===== src/rtl/hwag_angle_pkg.sv =====
// hwag_angle_pkg
//   Shared types and helpers for the angle-channel block.
//   angle_t     : widest supported angle (ticks); narrower AW values are
//                 zero-extended into it before comparison.
//   ch_state_t  : per-channel compare FSM state.
//   in_window() : 1 when angle a lies in the update window (old_a, new_a].
package hwag_angle_pkg;

    localparam int unsigned ANGLE_W = 24;

    typedef logic [ANGLE_W-1:0] angle_t;

    typedef enum logic [1:0] {
        CH_IDLE   = 2'd0,
        CH_ARMED  = 2'd1,
        CH_ACTIVE = 2'd2
    } ch_state_t;

    // A wrap window covers the tail of the old cycle plus the head of the
    // new one. A backward resync without a wrap matches nothing, so angles
    // already passed are never fired twice.
    function automatic logic in_window(angle_t old_a, angle_t new_a,
                                       logic wrap, angle_t a);
        logic hit;
        hit = 1'b0;
        if (wrap) begin
            hit = (a > old_a) || (a <= new_a);
        end else if (new_a > old_a) begin
            hit = (a > old_a) && (a <= new_a);
        end
        return hit;
    endfunction

endpackage


===== src/rtl/hwag_angle_channels_if.sv =====
// hwag_angle_channels_if
//   Angle-generator to angle-channel link.
//   hwag_start  : generator locked; low holds the consumer idle.
//   tick        : one-cycle pulse per angle step.
//   tooth_edge  : one-cycle pulse per filtered tooth edge.
//   gap_point   : level, current tooth edge is the cycle origin.
//   tooth_angle : angle of the captured tooth (ACNT resync value).
//   acnt_top    : last valid angle of a cycle.
//   master = generator side, slave = angle-channel side.
interface hwag_angle_channels_if #(
    parameter int unsigned AW = 24
);
    logic          hwag_start;
    logic          tick;
    logic          tooth_edge;
    logic          gap_point;
    logic [AW-1:0] tooth_angle;
    logic [AW-1:0] acnt_top;

    modport master (
        output hwag_start, tick, tooth_edge, gap_point, tooth_angle, acnt_top
    );

    modport slave (
        input hwag_start, tick, tooth_edge, gap_point, tooth_angle, acnt_top
    );
endinterface


===== src/rtl/hwag_angle_ch.sv =====
// hwag_angle_ch
//   One angle-compare output channel (IDLE / ARMED / ACTIVE).
//   clk, rst      : clock, synchronous active-high clear (also used for stop).
//   upd_i         : update cycle (tick or tooth edge) with window (old_i, new_i].
//   old_i, new_i  : window bounds; wrap_i marks a wrap window.
//   ena_i         : channel enable.
//   set_angle_i   : angle at which out_o goes high.
//   clr_angle_i   : angle at which out_o goes low.
//   out_o         : registered channel output.
//   set_if_o      : one-cycle pulse on a set event.
//   clr_if_o      : one-cycle pulse on a clear event.
module hwag_angle_ch
    import hwag_angle_pkg::*;
#(
    parameter int unsigned AW = 24
) (
    input  logic          clk,
    input  logic          rst,
    input  logic          upd_i,
    input  logic [AW-1:0] old_i,
    input  logic [AW-1:0] new_i,
    input  logic          wrap_i,
    input  logic          ena_i,
    input  logic [AW-1:0] set_angle_i,
    input  logic [AW-1:0] clr_angle_i,
    output logic          out_o,
    output logic          set_if_o,
    output logic          clr_if_o
);

    ch_state_t state_q, state_d;
    logic      set_if_q, set_if_d;
    logic      clr_if_q, clr_if_d;
    logic      set_hit, clr_hit;

    assign set_hit = in_window(angle_t'(old_i), angle_t'(new_i), wrap_i,
                               angle_t'(set_angle_i));
    assign clr_hit = in_window(angle_t'(old_i), angle_t'(new_i), wrap_i,
                               angle_t'(clr_angle_i));

    // Only one of set/clr is looked at per state, so when both fall in one
    // window the state decides the winner and the minimum pulse is one update.
    always_comb begin
        state_d  = state_q;
        set_if_d = 1'b0;
        clr_if_d = 1'b0;
        case (state_q)
            CH_IDLE: begin
                if (ena_i) state_d = CH_ARMED;
            end
            CH_ARMED: begin
                if (!ena_i) begin
                    state_d = CH_IDLE;
                end else if (upd_i && set_hit) begin
                    state_d  = CH_ACTIVE;
                    set_if_d = 1'b1;
                end
            end
            CH_ACTIVE: begin
                if (!ena_i) begin
                    state_d = CH_IDLE;
                end else if (upd_i && clr_hit) begin
                    state_d  = CH_ARMED;
                    clr_if_d = 1'b1;
                end
            end
            default: state_d = CH_IDLE;
        endcase
    end

    always_ff @(posedge clk) begin
        if (rst) begin
            state_q  <= CH_IDLE;
            set_if_q <= 1'b0;
            clr_if_q <= 1'b0;
        end else begin
            state_q  <= state_d;
            set_if_q <= set_if_d;
            clr_if_q <= clr_if_d;
        end
    end

    assign out_o    = (state_q == CH_ACTIVE);
    assign set_if_o = set_if_q;
    assign clr_if_o = clr_if_q;

endmodule


===== src/rtl/hwag_angle_channels.sv =====
// hwag_angle_channels
//   Absolute crank-angle counter (ACNT) plus CH angle-compare channels.
//   clk, rst      : clock, synchronous active-high reset.
//   gen           : angle-generator link (start, tick, tooth edge, gap,
//                   tooth angle, cycle top).
//   ch_ena        : per-channel enable.
//   ch_set_angle  : rising-edge angles, channel i at [i*AW +: AW].
//   ch_clr_angle  : falling-edge angles, channel i at [i*AW +: AW].
//   acnt          : current angle.
//   acnt_wrap     : one-cycle pulse when ACNT returns to 0.
//   ch_out        : channel outputs.
//   ch_set_if     : per-channel set-event pulses.
//   ch_clr_if     : per-channel clear-event pulses.
module hwag_angle_channels
    import hwag_angle_pkg::*;
#(
    parameter int unsigned AW = 24,
    parameter int unsigned CH = 4
) (
    input  logic             clk,
    input  logic             rst,
    hwag_angle_channels_if.slave gen,
    input  logic [CH-1:0]    ch_ena,
    input  logic [CH*AW-1:0] ch_set_angle,
    input  logic [CH*AW-1:0] ch_clr_angle,
    output logic [AW-1:0]    acnt,
    output logic             acnt_wrap,
    output logic [CH-1:0]    ch_out,
    output logic [CH-1:0]    ch_set_if,
    output logic [CH-1:0]    ch_clr_if
);

    logic [AW-1:0] acnt_q, acnt_d;
    logic          wrap_q, wrap_d;
    logic          upd;
    logic          kill;

    assign upd  = gen.tick | gen.tooth_edge;
    assign kill = rst | ~gen.hwag_start;

    // Tooth edge outranks tick; a tick arriving with an edge is dropped.
    always_comb begin
        acnt_d = acnt_q;
        wrap_d = 1'b0;
        if (gen.tooth_edge) begin
            if (gen.gap_point) begin
                acnt_d = '0;
                wrap_d = 1'b1;
            end else begin
                acnt_d = gen.tooth_angle;
            end
        end else if (gen.tick) begin
            if (acnt_q == gen.acnt_top) begin
                acnt_d = '0;
                wrap_d = 1'b1;
            end else begin
                acnt_d = acnt_q + AW'(1);
            end
        end
    end

    always_ff @(posedge clk) begin
        if (kill) begin
            acnt_q <= '0;
            wrap_q <= 1'b0;
        end else begin
            acnt_q <= acnt_d;
            wrap_q <= wrap_d;
        end
    end

    assign acnt      = acnt_q;
    assign acnt_wrap = wrap_q;

    for (genvar i = 0; i < CH; i++) begin : g_ch
        hwag_angle_ch #(.AW(AW)) u_ch (
            .clk         (clk),
            .rst         (kill),
            .upd_i       (upd),
            .old_i       (acnt_q),
            .new_i       (acnt_d),
            .wrap_i      (wrap_d),
            .ena_i       (ch_ena[i]),
            .set_angle_i (ch_set_angle[i*AW +: AW]),
            .clr_angle_i (ch_clr_angle[i*AW +: AW]),
            .out_o       (ch_out[i]),
            .set_if_o    (ch_set_if[i]),
            .clr_if_o    (ch_clr_if[i])
        );
    end

endmodule

===== src/flat_wrapper.sv =====
// flat-port wrapper written by rule: the top's interface ports become plain ports
module hwag_angle_channels_flat import hwag_angle_pkg::*;
#(
    parameter int unsigned AW = 24,
    parameter int unsigned CH = 4
)
  (clk, rst, ch_ena, ch_set_angle, ch_clr_angle, acnt, acnt_wrap, ch_out, ch_set_if, ch_clr_if, gen_hwag_start, gen_tick, gen_tooth_edge, gen_gap_point, gen_tooth_angle, gen_acnt_top);
  hwag_angle_channels_if #(.AW(AW)) gen_i ();
  input  logic clk;
  input  logic rst;
  input  logic [CH-1:0] ch_ena;
  input  logic [CH*AW-1:0] ch_set_angle;
  input  logic [CH*AW-1:0] ch_clr_angle;
  output logic [AW-1:0] acnt;
  output logic acnt_wrap;
  output logic [CH-1:0] ch_out;
  output logic [CH-1:0] ch_set_if;
  output logic [CH-1:0] ch_clr_if;
  input wire logic [$bits(gen_i.hwag_start)-1:0] gen_hwag_start;
  input wire logic [$bits(gen_i.tick)-1:0] gen_tick;
  input wire logic [$bits(gen_i.tooth_edge)-1:0] gen_tooth_edge;
  input wire logic [$bits(gen_i.gap_point)-1:0] gen_gap_point;
  input wire logic [$bits(gen_i.tooth_angle)-1:0] gen_tooth_angle;
  input wire logic [$bits(gen_i.acnt_top)-1:0] gen_acnt_top;
  assign gen_i.hwag_start = gen_hwag_start;
  assign gen_i.tick = gen_tick;
  assign gen_i.tooth_edge = gen_tooth_edge;
  assign gen_i.gap_point = gen_gap_point;
  assign gen_i.tooth_angle = gen_tooth_angle;
  assign gen_i.acnt_top = gen_acnt_top;
  hwag_angle_channels #(.AW(AW), .CH(CH)) u_core (.clk(clk), .rst(rst), .gen(gen_i), .ch_ena(ch_ena), .ch_set_angle(ch_set_angle), .ch_clr_angle(ch_clr_angle), .acnt(acnt), .acnt_wrap(acnt_wrap), .ch_out(ch_out), .ch_set_if(ch_set_if), .ch_clr_if(ch_clr_if));
endmodule

===== config.mk =====
export PLATFORM = sky130hd
export DESIGN_NAME = hwag_angle_channels_flat
export DESIGN_NICKNAME = d
export VERILOG_FILES = /design/src/rtl/hwag_angle_pkg.sv /design/src/rtl/hwag_angle_channels_if.sv /design/src/rtl/hwag_angle_ch.sv /design/src/rtl/hwag_angle_channels.sv /design/src/flat_wrapper.sv
export SDC_FILE = /design/constraint.sdc
export NUM_CORES = 1
export LEC_CHECK = 0
export CAP_MARGIN = 20
export CORE_ASPECT_RATIO = 1.2
export CORE_UTILIZATION = 45
export CTS_CLUSTER_DIAMETER = 60
export DETAILED_ROUTE_END_ITERATION = 10
export PLACE_DENSITY = 0.74
export SLEW_MARGIN = 10
export SYNTH_ARGS = -nofsm -noshare
export SYNTH_HDL_FRONTEND = slang
export SYNTH_SLANG_ARGS = --single-unit

===== constraint.sdc =====
create_clock -name clk -period 6.65 [get_ports clk]
set_clock_uncertainty 0.2 [all_clocks]
set_input_delay 0.9975 -clock clk [delete_from_list [all_inputs] [get_ports clk]]
set_output_delay 0.9975 -clock clk [all_outputs]
set_load 0.1 [all_outputs]

==> metrics.md <==
| Metric | Value |
|---|---|
| Max clock buf depth | 2 |
| CTS Buf Count | 5 |
| Worst-path clk slew | 0.06 ns |
| Slew Viols, Final | 0 |
| WP data arrival | 5.90 ns |
| Synth Area in Adders | 0.428 |
| Starting Density | 0.459 |
| DIE WIDTH | 149 µm |
| Sequential power share | 0.185 |
| Gr ovfl total | 0 |
| Switching Fraction | 0.424 |
| Comb pwr share | 0.635 |
| Data required time at the worst endpoint | 6.65 ns |
| Worst hold start | u_core.g_ch[1].u_ch.state_q[1] |
| Clk Latency, worst-skew pair | 0.30 ns |
| Peak VDD IR | 0.121 mV |
| Post-synth top flop | dfxtp_1 |
| Post-route clock period utilization | 0.887 |
| Core area | 25500 µm² |
| Commonest non-fill, non-tap cell in the layout | ha_1 |
| Iteration-0 DRC count of the detailed router | 1039 |
| DR vias | 12900 |
| Post-synthesis sequential area ratio | 0.0700 |
| Main combinational cell family by area after synthesis | adder cells |
| Period minus WS final | 5.90 ns |
| Complex-gate fraction of the synthesized area | 0.229 |
| R2r endpoint | u_core.g_ch[0].u_ch.state_q[0] |
| Area growth from synthesis to layout | 30.1% |
| Clock power share | 0.180 |
| Leakage | 6.56 nW |
| Worst Tran Pin Value | 1.01 ns |
| Root Driver | clkbuf_16 |
| Post-synth design cell area | 11700 µm² |
| Post-Route Setup TNS | 0 ns |
| Multiplexer share of the synthesized area | 0.00171 |
| Power, Total | 1.40 mW |
| Largest net degree at the start of global routing | 26 |
| Synth async-reset ratio | 0 |
| # diodes | 0 |
| Synth cell types | 73 |
| Syn nets | 2100 |
| Routed length per instance | 22.4 µm |
| Worst slew margin | 0.326 |
| Antenna viol nets, final | 0 |
| IO Pins | 287 |
| FF-to-FF Start | u_core.acnt[13] |
| Crit Path Category | in2reg |
| Worst R2R Path Depth | 20 |
| Post-CTS sizing | 0 |
| Chip height | 179 µm |
| XOR/XNOR Fraction of Synth Area | 0.0374 |
| Crit end category | flip-flop |
| Setup crit start kind | primary input |
| Nets@finish | 2401 |
| Die footprint | 26700 µm² |
| Hold Buf Count CTS | 0 |
| Core Rows | 64 |
| Synthesized instance count | 1449 |
| Max-cap violation count | 0 |
| Share of cells above drive strength 1 | 0.0326 |
| Postcts setup bufs | 0 |
| Avg Cell Area, Syn | 8.09 µm² |
| Hpwl dp | 39000 µm |
| Tot GR Track Use | 0.342 |
| HP Class | reg2reg |
| Final WL | 46700 µm |
| Yosys top cell area share | 0.428 |
| Sink Count | 41 |
| Simple-gate area share of the yosys netlist | 0.199 |
| Top cells by area, synth | ha_1 43%, dfxtp_1 7.0%, a21oi_1 5.4%, a21o_1 4.6%, nand4_1 4.6% |
| RSZ-0062 raised after global routing | no |
| R2R setup slack | 1.42 ns |
| CP startpoint | gen_tick |
| PwrDens | 91.8 nW/µm² |
| Ys Warns | 0 |
| Vias per cell | 6.18 |
| First-pass GRT wire length | 68900 µm |
| Drt first pass iters | 7 |
| Worst-path maximum fanout | 10 |
| Psw | 0.593 mW |
| TritonCTS clock tree | built |
| Initial antenna violation count | 1 |
| Status | completed |
| Fmax | 0.169 GHz |
| Crit path capture | u_core.g_ch[2].u_ch.state_q[0] |
| RD Place Congestion | 0.998 |
| Drt drc | 0 |
| Setup Viol. Count Final | 0 |
| EDFF count, synth | 0 |
| Commonest non-fill, non-tap cells in the layout | 401 x ha_1, 286 x clkdlybuf4s50_1, 126 x a21oi_1 |
| Synth area leader | ha_1 |
| Seq cells post-synth | 41 |
| H-tree depth | 2 |
| Vias in the first global route | 12500 |
| Fin. Hold Viols | 0 |
| IO Port Bufs | 286 |
| Int Pwr | 0.807 mW |
==> worst min-delay path by stage <==
stage                                               to  slack, ns  cells after the start
after floorplan           u_core.g_ch[1].u_ch.set_if_o       0.23                      1
after global routing      u_core.g_ch[1].u_ch.set_if_o       0.30                      1
after detailed placement  u_core.g_ch[1].u_ch.set_if_o       0.26                      1
final                     u_core.g_ch[1].u_ch.set_if_o       0.27                      1
after CTS                 u_core.g_ch[1].u_ch.set_if_o       0.27                      1
after global placement    u_core.g_ch[1].u_ch.set_if_o       0.25                      1
==> stage by stage <==
step | instances | utilization | hold WS, ns | cell area [µm²] | setup slack, ns
floorplan | 1449 | - | 0.230 | 11700 | 0.819
CTS | 2079 | 0.596 | 0.274 | 15200 | 0.838
global placement | 2072 | 0.591 | 0.253 | 15100 | 0.638
global route | 2080 | 0.597 | 0.297 | 15200 | 0.298
detailed placement | 2072 | 0.591 | 0.265 | 15100 | 0.552
finish | 2080 | 0.597 | 0.271 | 15200 | 0.750
==> final cells by class <==
| cell class | instances | area, µm² |
|---|---|---|
| timing repair buffer | 320 | 3130 |
| multi-input combinational | 1311 | 10500 |
| sequential | 41 | 821 |
| clock inverter | 1 | 8.76 |
| clock buffer | 6 | 129 |
| tap | 330 | 413 |
| inverter | 71 | 267 |
| fill | 2301 | 10300 |
==> synth_stat cells (all sizes together) (4+ instances only) <==
library cell,n
ha,401
a21oi,127
nor2,116
nand4,87
o21ai,75
a21o,72
inv,71
nand2,65
dfxtp,41
nor2b,41
xnor2,39
nand3,31
nor3,27
o211ai,21
o21a,20
buf,17
nand2b,17
a31oi,14
a211oi,13
nor4,13
and3,12
xor2,11
a2111oi,10
clkbuf,9
o31ai,9
and4,7
o2111ai,7
or3,6
or4,6
nor3b,5
o21bai,5
a211o,4
a221oi,4
or2,4
==> state kept, by name, indices dropped and copies added (netlist names) <==
name,flops
u_core.g_ch.u_ch.clr_if_o,4
u_core.g_ch.u_ch.state_q,8
u_core.acnt_wrap,1
u_core.g_ch.u_ch.set_if_o,4
u_core.acnt,24
==> critical path, stage by stage <==
cell	delay [ns]
clkdlybuf4s50_1	0.75
nand4_1	0.20
nor4_1	0.58
nand3_1	0.17
xnor2_1	0.15
o21ai_0	0.17
nand2_1	0.19
buf_4	0.23
ha_1	0.29
nand4_1	0.10
nor4_1	0.53
nand3_1	0.19
o21bai_1	0.21
a211oi_1	0.24
o211ai_1	0.10
a22oi_1	0.31
nand2b_1	0.17
nand3_1	0.09
a22o_1	0.21
==> kinds of logic (layout without fill, tap and decap cells) <==
family          after synthesis  in the layout
simple gates                445            445
compound gates              413            413
fa+ha+maj                   401            401
buf+inv                      97            398
xor+xnor                     50             50
flops                        41             41
mux                           2              2
==> power by group through the flow <==
stage / Combinational (mW) / Sequential, mW / Clock [mW]
finish: 0.889 / 0.259 / 0.252
global placement: 0.846 / 0.264 / 0
CTS: 0.874 / 0.259 / 0.252
global route: 0.983 / 0.259 / 0.265
detailed placement: 0.867 / 0.264 / 0
floorplan: 0.467 / 0.287 / 0
==> layer usage <==
| layer | global-route usage | share of wire | up-vias | wire (µm) |
|---|---|---|---|---|
| met5 | 0 | 0.00019 | - | 9 |
| met1 | 0.428 | 0.42 | 5961 | 19700 |
| li1 | - | - | 6197 | - |
| met3 | 0.0392 | 0.071 | 116 | 3320 |
| met4 | 0.143 | 0.041 | 2 | 1940 |
| met2 | 0.591 | 0.47 | 582 | 21700 |
Power figures use the tool's default switching activity.
